### src/rtl/router_vc_pkg.sv
// Shared definitions for the VC router allocators: FSM encoding and index-width helper.
// Latency: n/a (types and constants only).
// Backpressure: n/a.
package router_vc_pkg;

  // Arbiter state encoding, shared so sibling allocators agree on it.
  localparam logic ST_IDLE   = 1'b0;
  localparam logic ST_LOCKED = 1'b1;

  typedef enum logic {
    IDLE   = ST_IDLE,
    LOCKED = ST_LOCKED
  } arb_state_t;

  // Width of a binary index able to address n requesters (at least 1 bit).
  function automatic int calc_num_req_log(input int n);
    for (int w = 1; w < 32; w++) begin
      if ((1 << w) >= n) return w;
    end
    return 32;
  endfunction

endpackage

### src/rtl/encoder.sv
// One-hot to binary encoder; all-zero input encodes to 0.
// Latency: combinational.
// Backpressure: none, pure function of its input.
module encoder #(
  parameter int lenght_in  = 8,
  parameter int lenght_out = 3
) (
  input  logic [lenght_in-1:0]  i_onehot,
  output logic [lenght_out-1:0] o_bin
);

  // OR together the indices of set bits; a one-hot input yields its index.
  always_comb begin
    o_bin = '0;
    for (int k = 0; k < lenght_in; k++) begin
      if (i_onehot[k]) o_bin = o_bin | lenght_out'(k);
    end
  end

endmodule

### src/rtl/vc_switch_arbiter.sv
// Round-robin, packet-locking arbiter sharing one output port among num_req VCs.
// Latency: request to registered grant 1 cycle; back-to-back packets without a bubble.
// Backpressure: ready low or req[g] low holds the grant with no transfer; lock ends only on a tail transfer.
module vc_switch_arbiter
  import router_vc_pkg::*;
#(
  parameter int num_req     = 8,
  parameter int num_req_log = calc_num_req_log(num_req)
) (
  input  logic                   clk,
  input  logic                   rst,
  input  logic [num_req-1:0]     req,
  input  logic [num_req-1:0]     tail,
  input  logic                   ready,
  output logic [num_req-1:0]     grant_oh,
  output logic [num_req_log-1:0] grant_id,
  output logic                   grant_valid,
  output logic                   xfer
);

  arb_state_t             r_state;
  logic [num_req_log-1:0] r_ptr;
  logic [num_req-1:0]     r_grant_oh;
  logic                   r_grant_valid;

  logic [num_req_log-1:0] w_grant_id;
  logic                   w_xfer;
  logic                   w_tail_xfer;
  logic [num_req_log-1:0] w_next_ptr;
  logic [num_req-1:0]     w_pick_vec;
  logic [num_req_log-1:0] w_pick_ptr;
  logic [num_req-1:0]     w_pick_oh;

  // First set bit of vec scanning from ptr upward, wrapping modulo num_req.
  function automatic logic [num_req-1:0] rr_pick(
    input logic [num_req-1:0]     vec,
    input logic [num_req_log-1:0] ptr
  );
    logic [num_req-1:0]     res;
    logic                   found;
    logic [num_req_log-1:0] idx;
    res   = '0;
    found = 1'b0;
    for (int i = 0; i < num_req; i++) begin
      idx = num_req_log'((int'(ptr) + i) % num_req);
      if (!found && vec[idx]) begin
        res[idx] = 1'b1;
        found    = 1'b1;
      end
    end
    return res;
  endfunction

  encoder #(
    .lenght_in  (num_req),
    .lenght_out (num_req_log)
  ) u_grant_enc (
    .i_onehot (r_grant_oh),
    .o_bin    (w_grant_id)
  );

  // Transfer strobe and next pointer; the pick vector excludes the finishing winner on a tail.
  always_comb begin
    w_xfer      = r_grant_valid & req[w_grant_id] & ready;
    w_tail_xfer = w_xfer & tail[w_grant_id];
    w_next_ptr  = (w_grant_id == num_req_log'(num_req - 1)) ? '0 : w_grant_id + 1'b1;
    if (r_state == IDLE) begin
      w_pick_vec = req;
      w_pick_ptr = r_ptr;
    end else begin
      w_pick_vec = req & ~r_grant_oh;
      w_pick_ptr = w_next_ptr;
    end
    w_pick_oh = rr_pick(w_pick_vec, w_pick_ptr);
  end

  // Arbiter FSM: grant from IDLE, hold while LOCKED, re-arbitrate on tail transfer.
  always_ff @(posedge clk) begin
    if (rst) begin
      r_state       <= IDLE;
      r_ptr         <= '0;
      r_grant_oh    <= '0;
      r_grant_valid <= 1'b0;
    end else begin
      case (r_state)
        IDLE: begin
          if (|w_pick_vec) begin
            r_grant_oh    <= w_pick_oh;
            r_grant_valid <= 1'b1;
            r_state       <= LOCKED;
          end
        end
        LOCKED: begin
          if (w_tail_xfer) begin
            r_ptr <= w_next_ptr;
            if (|w_pick_vec) begin
              r_grant_oh <= w_pick_oh;
            end else begin
              r_grant_oh    <= '0;
              r_grant_valid <= 1'b0;
              r_state       <= IDLE;
            end
          end
        end
      endcase
    end
  end

  assign grant_oh    = r_grant_oh;
  assign grant_id    = w_grant_id;
  assign grant_valid = r_grant_valid;
  assign xfer        = w_xfer;

endmodule

### config.mk
export PLATFORM = sky130hd
export DESIGN_NAME = vc_switch_arbiter
export DESIGN_NICKNAME = d
export VERILOG_FILES = /design/src/rtl/router_vc_pkg.sv /design/src/rtl/encoder.sv /design/src/rtl/vc_switch_arbiter.sv
export SDC_FILE = /design/constraint.sdc
export NUM_CORES = 1
export LEC_CHECK = 0
export BUFFER_PORTS_ARGS = -buffer_cell sky130_fd_sc_hd__buf_2
export CAP_MARGIN = 20
export CORE_MARGIN = 2
export CORE_UTILIZATION = 33
export CTS_BUF_LIST = sky130_fd_sc_hd__clkbuf_4
export CTS_CLUSTER_DIAMETER = 30
export DETAILED_ROUTE_END_ITERATION = 12
export SLEW_MARGIN = 5
export SYNTH_ARGS = -nofsm -noshare
export SYNTH_HDL_FRONTEND = slang
export SYNTH_SLANG_ARGS = --single-unit
### constraint.sdc
create_clock -name clk -period 4.3 [get_ports clk]
set_input_delay 0.215 -clock clk [delete_from_list [all_inputs] [get_ports clk]]
set_output_delay 0.215 -clock clk [all_outputs]
set_load 0.005 [all_outputs]
==> results_dict.tcl <==
set metrics [dict create \
    vias 2058 \
    drcViolationCount 0 \
    yosys.area.top_type_share 0.135 \
    grt_start_max_net_pins 25 \
    place.gp.congestion 0.887 \
    yosys.area_share.simple 0.266 \
    clk_latency_ns 0.27 \
    overflow 0 \
    ys_async_sr_fraction 0 \
    post_drt_wl_per_cell_um 16.9 \
    synthCells 244 \
    fp.dieW_um 80.6 \
    worstHoldStart "rst" \
    cp_cell_sequence "or4_1 -> ha_1 -> mux2i_1 -> inv_1 -> ha_1 -> buf_4 -> a211oi_1 -> a21oi_1 -> a22oi_4 -> nor3b_1 -> a311oi_1 -> a21oi_1 -> a22o_1" \
    fin_area_sq_um 2230 \
    yosys-top-cells-area "dfxtp_1 13%, mux2i_1 10%, ha_1 4.5%" \
    cts_tree "yes" \
    synth_xor_xnor_area_share 0.00906 \
    synth_area_per_cell_sq_um 7.93 \
    fin_crit_ns 3.99 \
    yosysSeqAreaShare 0.135 \
    cts_root_buf "clkbuf_4" \
    drv_cap 0 \
    synth_edf_count 0 \
    grt_pass1_vias 1814 \
    pre_cts_ws_ns 0.351 \
    synth_largest_area_cell "dfxtp_1" \
    timing.rr.end "grant_oh[6]$_SDFFE_PP0P_" \
    ys_ff_latch 13 \
    cts_sinks 13 \
    worst_pin_slew_ns 0.741 \
    path_delay_family "compound AO/OA/AOI/OAI gates" \
    end_kind "flip-flop" \
    synth_cell_types 59 \
    cts_setup_buffers 0 \
    netlist_area_sq_um 1930 \
    fin_nets 302 \
    htreeDepth 1 \
    drtPass1Iterations 5 \
    hold_class "in2reg" \
    holdBufCountCts 0 \
    worstSetupStartpointType "flip-flop" \
    rows 27 \
    grtUsageTotal 0.177 \
    critPathMaxStageDelay_ns 0.57 \
    post-route-period-util 0.928 \
    synthAdderAreaFrac 0.0453 \
    io_buffer_count 31 \
    hold_depth 2 \
    reg2regPathDepth 13 \
    worst_hold_slack_ns 0.201 \
    status "complete, no violations" \
    wirelength_mm 5.87 \
    hpwl_mm 4.69 \
    dieArea_sq_um 6490 \
    slew_headroom 0.505 \
    drt_iter0_drc 168 \
    cp_data_arrival_time_ns 4.16 \
    clock_path_buffers 2 \
    slew_violations 0 \
    required_ns 4.47 \
    placed_area_sq_um 2190 \
    cp_max_fo 16 \
    ys.warnings.count 0 \
    min_delay_worst_endpoint "r_state$_SDFF_PP0_" \
    antenna_found_initial 0 \
    synth_top_family_by_area "compound AO/OA/AOI/OAI gates" \
    core_area_sq_um 5570 \
    initial_utilization 0.347 \
    fp.dieH_um 80.6 \
    drive_gt1_frac 0.225 \
    synth-main-ff-cell "dfxtp_1" \
    antenna_left 0 \
    areaGrowthSynthToFinish_pct 15.3 \
    tns_ns 0 \
    numCtsBuffers 3 \
    antenna_cells 0 \
    synth-compound-area-share 0.296 \
    worst-path-buf-inv 2 \
    crit_slowest_cell "or4_1" \
    muxShareOfSynthArea 0.193 \
    final_common_cell "buf_2" \
    setup_violations 0 \
    fin_worst_skew_ns 0.00441 \
    grt_pass1_wl_mm 9.16 \
    fin_ws_ns 0.311 \
    worstSetupPathType "reg2reg" \
    hold_violations 0 \
    syn-num-nets 270 \
    viasPerCell 5.93 \
    path_clk_slew_ns 0.08 \
    ioPinCount 32 \
    clock.fmax_mhz 251 \
    final_cell_mix "31 x buf_2, 20 x mux2i_1, 17 x nor2_1" \
    r2r_setup_slack_ns 0.31 \
    r2r_start "grant_oh[2]$_SDFFE_PP0P_" \
]
[metrics by stage]
| step | util | std cells |
|---|---|---|
| detailed placement | 0.393 | 343 |
| floorplan | - | 244 |
| finish | 0.400 | 347 |
| global placement | 0.393 | 343 |
| global route | 0.400 | 347 |
| CTS | 0.399 | 347 |
[cells in the mapped netlist (all sizes together), types with 2 or more instances]
cell and number:
nand3 8, nor2b 7, a22o 3, mux2 5, nand4b 3, dfxtp 13, a31oi 2, nand2 12
mux2i 22, ha 7, buf 2, clkbuf 10, and2 4, a32o 2, nor4 5, o21ai 6
inv 15, nor2 18, a22oi 6, a221o 2, a32oi 2, mux4 3, o22ai 4, nand2b 2
a21oi 11, o211ai 8, a211oi 6, o41ai 4, o2111ai 2, and3 6, nand4 4, a21boi 8
nor3 13, or4 3, xnor2 2
[worst max-delay path by stage]
| stage | from | to | slack, ns | cells past startpoint |
|---|---|---|---|---|
| global placement | grant_oh[2]$_SDFFE_PP0P_ | grant_oh[6]$_SDFFE_PP0P_ | 0.41 | 13 |
| global route | grant_oh[2]$_SDFFE_PP0P_ | grant_oh[6]$_SDFFE_PP0P_ | -0.01 | 13 |
| detailed placement | grant_oh[2]$_SDFFE_PP0P_ | grant_oh[4]$_SDFFE_PP0P_ | 0.35 | 13 |
| floorplan | grant_oh[7]$_SDFFE_PP0P_ | grant_oh[4]$_SDFFE_PP0P_ | 0.1 | 17 |
| finish | grant_oh[2]$_SDFFE_PP0P_ | grant_oh[6]$_SDFFE_PP0P_ | 0.31 | 13 |
| CTS | grant_oh[2]$_SDFFE_PP0P_ | grant_oh[6]$_SDFFE_PP0P_ | 0.32 | 13 |
[cell families after synthesis]
family                     after synthesis
and+or+nand+nor                         90
AOI/OAI and AO/OA                       75
muxes                                   30
buffers and inverters                   27
DFF                                     13
adders and majority gates                7
xor gates and xnor gates                 2
[metal layers]
metal	vias to the layer above	part of all wire	global-route usage
met5	-	0	0
met4	0	0.0053	0.0390
met3	4	0.040	0.0112
met2	59	0.47	0.288
met1	977	0.49	0.255
li1	1018	-	-
[final cells by class]
class / count / area (sq um)
sequential: 13 / 260
clock buffer: 4 / 30.0
timing repair buffer: 39 / 215
multi-input combinational: 204 / 1570
inverter: 15 / 61.3
tap: 72 / 90.1
fill: 573 / 3340
[timing repair]
action / 4_1_cts / 5_1_grt
hold endpoints to repair: 0 / 0
setup endpoints to repair: 0 / 5
gates resized for setup: 0 / 1
[state kept, by name (all words and copies together) (netlist names)]
signal / count
grant_valid: 1
r_state: 1
grant_oh: 8
r_ptr: 3
Power is not shown: default switching activity piles up to over one toggle a cycle in this logic, so the estimate is an artifact.
